### src/rtl/hs_cdc_pkg.sv
// rtl/hs_cdc_pkg.sv - shared Gray-code helpers for the async FIFO pointer blocks
package hs_cdc_pkg;

    localparam int HS_CDC_PTR_MAX_AW = 16;

    // Widest pointer carried by the helpers; callers zero-extend and truncate.
    typedef logic [HS_CDC_PTR_MAX_AW:0] hs_cdc_ptr_t;

    function automatic hs_cdc_ptr_t bin2gray(input hs_cdc_ptr_t b);
        return b ^ (b >> 1);
    endfunction

    function automatic hs_cdc_ptr_t gray2bin(input hs_cdc_ptr_t g);
        hs_cdc_ptr_t b;
        b = g;
        for (int i = 1; i <= HS_CDC_PTR_MAX_AW; i++) begin
            b = b ^ (g >> i);
        end
        return b;
    endfunction

endpackage

### src/rtl/hs_cdc_gray_cnt.sv
// rtl/hs_cdc_gray_cnt.sv - binary/Gray pointer counter with enable
module hs_cdc_gray_cnt
    import hs_cdc_pkg::*;
#(
    parameter int W = 5
) (
    input  logic         clk,
    input  logic         rst,
    input  logic         en,
    output logic [W-1:0] bin,
    output logic [W-1:0] gray,
    output logic [W-1:0] bin_next,
    output logic [W-1:0] gray_next
);

    localparam int PW = HS_CDC_PTR_MAX_AW + 1;

    assign bin_next  = bin + W'(en);
    assign gray_next = W'(bin2gray(PW'(bin_next)));

    // Gray is its own flop so the crossing sees a glitch-free single-bit step.
    always_ff @(posedge clk or posedge rst) begin
        if (rst) begin
            bin  <= '0;
            gray <= '0;
        end else begin
            bin  <= bin_next;
            gray <= gray_next;
        end
    end

endmodule

### src/rtl/hs_cdc_afifo_wptr.sv
// rtl/hs_cdc_afifo_wptr.sv - async FIFO write pointer, full/almost_full and level
module hs_cdc_afifo_wptr
    import hs_cdc_pkg::*;
#(
    parameter int ADDR_WIDTH   = 4,
    parameter int AFULL_THRESH = 12
) (
    input  logic                  clk,
    input  logic                  areset,
    input  logic                  wr_req,
    output logic                  wr_accept,
    output logic [ADDR_WIDTH-1:0] waddr,
    output logic [ADDR_WIDTH:0]   wptr_gray,
    input  logic [ADDR_WIDTH:0]   rptr_gray_sync,
    output logic                  full,
    output logic                  almost_full,
    output logic [ADDR_WIDTH:0]   wr_level
);

    localparam int A  = ADDR_WIDTH;
    localparam int W  = ADDR_WIDTH + 1;
    localparam int PW = HS_CDC_PTR_MAX_AW + 1;

    logic [W-1:0] wbin;
    logic [W-1:0] wbin_next;
    logic [W-1:0] wgray_next;
    logic [W-1:0] rbin_sync;
    logic [W-1:0] level_next;
    logic [W-1:0] full_gray;
    logic         unused_wbin_msb;

    assign wr_accept = wr_req & ~full & ~areset;

    hs_cdc_gray_cnt #(.W(W)) u_cnt (
        .clk       (clk),
        .rst       (areset),
        .en        (wr_accept),
        .bin       (wbin),
        .gray      (wptr_gray),
        .bin_next  (wbin_next),
        .gray_next (wgray_next)
    );

    assign waddr           = wbin[A-1:0];
    assign unused_wbin_msb = wbin[A];

    // Full when write is exactly one lap ahead: top two Gray bits inverted.
    assign full_gray  = {~rptr_gray_sync[A:A-1], rptr_gray_sync[A-2:0]};
    assign rbin_sync  = W'(gray2bin(PW'(rptr_gray_sync)));
    assign level_next = wbin_next - rbin_sync;

    always_ff @(posedge clk or posedge areset) begin
        if (areset) begin
            full        <= 1'b0;
            almost_full <= 1'b0;
            wr_level    <= '0;
        end else begin
            full        <= (wgray_next == full_gray);
            almost_full <= (level_next >= W'(AFULL_THRESH));
            wr_level    <= level_next;
        end
    end

endmodule
### config.mk
export PLATFORM = sky130hd
export DESIGN_NAME = hs_cdc_afifo_wptr
export DESIGN_NICKNAME = d
export VERILOG_FILES = /design/src/rtl/hs_cdc_pkg.sv /design/src/rtl/hs_cdc_gray_cnt.sv /design/src/rtl/hs_cdc_afifo_wptr.sv
export SDC_FILE = /design/constraint.sdc
export NUM_CORES = 1
export LEC_CHECK = 0
export BUFFER_PORTS_ARGS = -buffer_cell sky130_fd_sc_hd__buf_2
export CAP_MARGIN = 20
export CORE_MARGIN = 8
export CORE_UTILIZATION = 46
export CTS_CLUSTER_DIAMETER = 40
export CTS_CLUSTER_SIZE = 28
export DETAILED_ROUTE_END_ITERATION = 10
export PLACE_DENSITY = 0.76
export SETUP_SLACK_MARGIN = 0.02
export SLEW_MARGIN = 15
export SYNTH_ARGS = -nofsm -noshare
export SYNTH_HDL_FRONTEND = slang
export SYNTH_SLANG_ARGS = --single-unit
### constraint.sdc
create_clock -name clk -period 4.44 [get_ports clk]
set_input_delay 1.332 -clock clk [delete_from_list [all_inputs] [get_ports clk]]
set_output_delay 1.332 -clock clk [all_outputs]
set_load 0.03 [all_outputs]
Word-level counts from Yosys, hierarchy flattened:

Index checks and enable logic that the tools add are counted.

* flip-flop bits (word level): 17
* bits of input ports: 8
* word-level logic and storage cells: 19

* add/sub/neg operators: 2
* magnitude comparators: 1
* equal/unequal tests: 1
* bitwise logic cells: 10

Operator list (count)
* 5-bit by 4-bit bitwise XOR with 5-bit output: 2
* 5-bit by 1-bit adder with 5-bit output: 1
* 5-bit == test: 1
* 5-bit by 4-bit greater-or-equal comparator with 1-bit output, second input constant: 1
* 5-bit subtractor: 1
* 5-bit by 1-bit bitwise XOR with 5-bit output: 1
* 5-bit by 2-bit bitwise XOR with 5-bit output: 1
* 5-bit by 3-bit bitwise XOR with 5-bit output: 1
* 1-bit bitwise AND: 2
* 1-bit NOT: 2
* 2-bit NOT: 1

Logic depth before layout (Yosys ltp):

* depth after elaboration: 6
* depth in mapped cells: 9

Cells and area by module:

From an unflattened synthesis, not the netlist that was laid out.

* cells, all modules: 79
* area total of the unflattened synthesis: 894.6 um2

By module, submodules not included
* hs_cdc_afifo_wptr: instances 1, cells each 50, area an instance 506.7 um2
* hs_cdc_gray_cnt: instances 1, cells each 29, area an instance 387.9 um2

Least setup slack after synthesis:

No wires, ideal clock.

* path kind: input to register
* from: input port areset
* to: register almost_full
* arrival: 3.838 ns
* data required time: 4.295 ns
* path slack: 0.458 ns
* cell stages on the path: 9
* path through: nor3b_1 ha_1 ha_1 buf_2 xor2_1 ha_1 a2111oi_2 or4_1 o311ai_1

* longest elaborated chain between the ends: 5

Ends and longest elaborated chain
* start, declared: RTL line hs_cdc_afifo_wptr.sv:9 `input logic areset,`
* 1-bit NOT: RTL line hs_cdc_afifo_wptr.sv:32 `assign wr_accept = wr_req & ~full & ~areset;`
* 1-bit bitwise AND: RTL line hs_cdc_afifo_wptr.sv:32
* 5-bit by 1-bit adder with 5-bit output: RTL line hs_cdc_gray_cnt.sv:18 `assign bin_next = bin + W'(en);`
* via u_cnt.bin_next[1]: RTL line hs_cdc_gray_cnt.sv:12 `output logic [W-1:0] bin_next,`
* 5-bit subtractor: RTL line hs_cdc_afifo_wptr.sv:50 `assign level_next = wbin_next - rbin_sync;`
* 5-bit by 4-bit greater-or-equal comparator with 1-bit output: RTL line hs_cdc_afifo_wptr.sv:59 `almost_full <= (level_next >= W'(AFULL_THRESH));`
* end signal, assigned: RTL line hs_cdc_afifo_wptr.sv:59
* end, declared: RTL line hs_cdc_afifo_wptr.sv:16 `output logic almost_full,`

The timed path passes the listed nets, and every way through them passes these cells.

Worst setup path in the final report:

* from: input port rptr_gray_sync[2]
* to: register almost_full

* longest elaborated chain between the ends: 6

Ends and longest elaborated chain
* start, declared: RTL line hs_cdc_afifo_wptr.sv:14 `input logic [ADDR_WIDTH:0] rptr_gray_sync,`
* 5-bit by 4-bit bitwise XOR with 5-bit output: RTL line hs_cdc_pkg.sv:17 `b = b ^ (g >> i);`
* 5-bit by 3-bit bitwise XOR with 5-bit output (*): RTL line hs_cdc_pkg.sv:17
* 5-bit by 2-bit bitwise XOR with 5-bit output (*): RTL line hs_cdc_pkg.sv:17
* 5-bit by 1-bit bitwise XOR with 5-bit output (*): RTL line hs_cdc_pkg.sv:17
* 5-bit subtractor (*): RTL line hs_cdc_afifo_wptr.sv:50
* 5-bit by 4-bit greater-or-equal comparator with 1-bit output (*): RTL line hs_cdc_afifo_wptr.sv:59

Every way passes the cells marked *; elsewhere a longest branch is shown, timed or not.

==> results.txt <==
* Sequential cell area: 400.4 um2
- DRT iter0 DRCs: 3
* Growth of design area from synthesis to finish: 19.97%
- Slew at the pin closest to its max-slew limit: 0.5745 ns
- The first global-routing pass estimated 2.594 mm of wire.
- The top cell type by area accounts for 47.34% of the synthesized area.
* Leading register cell type out of synthesis: sky130_fd_sc_hd__dfrtp_1
* Detailed-route via count: 562
- Final worst clock skew: 0.0007540 ns
- Global routing used 9.874% of the available tracks across all layers.
- The congestion estimate from routability-driven global placement came to 0.8611.
* Final setup fails: 0
- After detailed routing, the average wire length per cell comes to 12.60 um.
* Cell class contributing the biggest share of worst-path delay: XOR/XNOR gates
- Setup repair after global routing missed its margin: no
- The count of nets left with antenna violations once routing finished came out at 0.
* Number of buffers inserted to repair setup after CTS: 0
- Once routing completed, OpenROAD measured the worst setup slack at 1.135 ns.
- The die is 58.88 um tall.
- Cell Rows: 15
* # Max-Cap Violations: 0
* Clock insertion delay at the later pin of the skew report: 0.28 ns
* Synth async-reset ratio: 100.0%
- Yosys printed 0 warnings.
* Most repeated cell in the gate-level netlist after synthesis: sky130_fd_sc_hd__dfrtp_1
- The floorplan step defined a die boundary enclosing 3467 um2.
- Most frequent CP cell: sky130_fd_sc_hd__ha_1
- Clock edge transition at the registers on the reported setup and hold paths: 0.08 ns
* X dimension of the die: 58.88 um
- Number of synthesized flops with an enable pin: 0
* Proportion of layout cells with a drive suffix above 1: 33.33%
- STA classifies the critical path endpoint as a flop.
- The number of different library cells used by synthesis comes to 24.
- In the synthesized netlist, the number of instances is 70.
* Initial antenna violation count: 0
- The worst setup path is launched from an input pin.
- Number of filler instances in the final layout: 164
- Synth area leaders: sky130_fd_sc_hd__dfrtp_1 (47%), sky130_fd_sc_hd__xnor2_1 (10%), sky130_fd_sc_hd__ha_1 (8.9%)
- Counting I/O delays and the setup requirement, the final critical path takes 3.305 ns.
* Worst setup path category: input pin to flop
- Placed cells: 118
* Post-Syn Area per Cell: 12.08 um2
- Data on the critical path is required at its endpoint by 4.58 ns.
* Number of hold buffers added after cts: 0
- Number of nets in the synthesized netlist: 84
- Post-Synthesis Cell Area: 845.8 um2
- Final Instance Count excl. Fillers: 121
- Total gr overflow: 0
- Crit-path max FO: 5
* Max clock buf depth: 2
- The count of endpoints failing hold in the final timing report was 0.
- Clock Sinks: 16
- Count of nets after finishing: 112
* Cell taking the most area after synthesis: sky130_fd_sc_hd__dfrtp_1
- Detailed-router iteration count before antenna repair: 3
- Detailed-route vias per instance: 4.645
- In the final layout, the multi-input gates occupy 410.4 um2.
- Clock Tree Root: sky130_fd_sc_hd__clkbuf_4
- Maximum number of pins on one net before global-route repair: 17
- Data on the critical path arrives at its endpoint at 3.45 ns.
- The path class of the tightest hold or removal check is flop to flop.
- Placeable core region: 1727 um2
- Worst setup timing slack at the placement stage: 0.8038 ns
- After detailed routing, the number of remaining DRC violations is 0.
- For this run, the top clock speed supported by timing is 0.3025 GHz.
- Top post-synthesis cells by count: sky130_fd_sc_hd__dfrtp_1 (16), sky130_fd_sc_hd__xnor2_1 (10), sky130_fd_sc_hd__inv_1 (8), sky130_fd_sc_hd__ha_1 (6), sky130_fd_sc_hd__xor2_1 (6)
- Slew margin rel.: 61.66%
- Of the synthesized area, sequential elements account for 47.34%.
- The signal on the critical path passes through buf_2, xnor3_2, xor2_2, xnor2_1, ha_1, inv_1, ha_1, a2111oi_2, or4_1, o311ai_1.
- Buffers inserted during clock tree synthesis total 3.
* Final count of pins violating max slew: 0
* Minimum hold slack: 0.5554 ns
- Via count of the first global-routing pass: 621
* Number of gates resized after cts: 0
* Aggregate routed wire length: 1.524 mm
* Initial core utilization: 48.99%
- Seq cells post-synth: 16
* Fraction of the cycle the final worst path needs: 74.45%
* Number of H-tree levels: 1
- Max stage delay on crit path: 0.47 ns
* WP buf/inv: 2
- The HPWL after detailed placement is 1.303 mm.
- Diodes inserted: 0
* CTS tree: done
* Total I/O pin count: 25
- I/O Buffers: 24
- The flow ran to the end, and the final reports show no timing, DRC or antenna violations.
- Slowest CP cell: sky130_fd_sc_hd__xnor3_2
- Setup total negative slack on the finished layout was measured at 0 ns.
[worst paths after layout]
kind | start | to | slack (ns) | cells after the start
hold / removal | u_cnt.bin[4]$_DFF_PP0_ | u_cnt.bin[4]$_DFF_PP0_ | 0.56 | 1
max in group asynchronous | areset | wr_level[3]$_DFF_PP0_ | 2.96 | 2
hold reg to reg | u_cnt.bin[4]$_DFF_PP0_ | u_cnt.bin[4]$_DFF_PP0_ | 0.56 | 1
setup reg to reg | full$_DFF_PP0_ | almost_full$_DFF_PP0_ | 1.97 | 9
setup / recovery | rptr_gray_sync[2] | almost_full$_DFF_PP0_ | 1.13 | 10
min in group asynchronous | areset | u_cnt.gray[1]$_DFF_PP0_ | 1.11 | 2
[layout by cell type (no fill, tap or decap), drive strengths merged]
cell,count
buf,24
a31oi,1
nor3,1
dfrtp,16
clkbuf,3
o31ai,1
xnor3,1
ha,6
xor2,7
o311ai,1
or4,1
o211ai,1
and3,1
nor2,2
or3,1
a2111oi,2
nand3,3
inv,8
nor3b,1
a21oi,2
nand2,1
xnor2,12
[final cells by class]
type / instances / share of cell area [%]
inverters: 8 / 2.959
multi-input cells: 45 / 40.44
repair buffers: 24 / 11.84
clock buffers: 3 / 2.219
flip-flops and latches: 16 / 39.46
well taps: 25 / 3.083
[sequential cells by signal (all words and copies together) (netlist names)]
name,cells
full,1
almost_full,1
wr_level,5
u_cnt.gray,4
u_cnt.bin,5
[through the flow]
stage                     util [%]  instance area, um2
after floorplan                  -               845.8
after global placement       57.46               992.2
after detailed placement     57.46               992.2
after CTS                    58.77                1015
after global routing         58.77                1015
final                        58.77                1015
[logic make-up (layout without fill, tap and decap cells)]
kind of cell | count (synthesis) | count (layout) | share of synthesized area, %
DFF | 16 | 16 | 47.34
adders and majority gates | 6 | 6 | 8.876
and+or+nand+nor | 11 | 11 | 6.953
AOI/OAI and AO/OA | 8 | 8 | 7.545
xor gates and xnor gates | 20 | 20 | 25.15
buffers and inverters | 9 | 35 | 4.142
[worst reg2reg max path, stage by stage, from the launching register on]
cell and delay, ns:
sky130_fd_sc_hd__dfrtp_1 0.38, sky130_fd_sc_hd__nor3b_1 0.24, sky130_fd_sc_hd__ha_1 0.22, sky130_fd_sc_hd__ha_1 0.22, sky130_fd_sc_hd__xnor2_2 0.20, sky130_fd_sc_hd__inv_1 0.15
sky130_fd_sc_hd__ha_1 0.34, sky130_fd_sc_hd__a31oi_1 0.22, sky130_fd_sc_hd__a21oi_1 0.12, sky130_fd_sc_hd__o311ai_1 0.29
[routing by layer]
metal  part of all wire, %  GRT usage, %
met5                     0             0
met3                   6.0         1.957
met4                   3.6         8.191
met1                    37         9.278
met2                    54         17.91
Power is not shown: default switching activity piles up to over one toggle a cycle in this logic, so the estimate is an artifact.
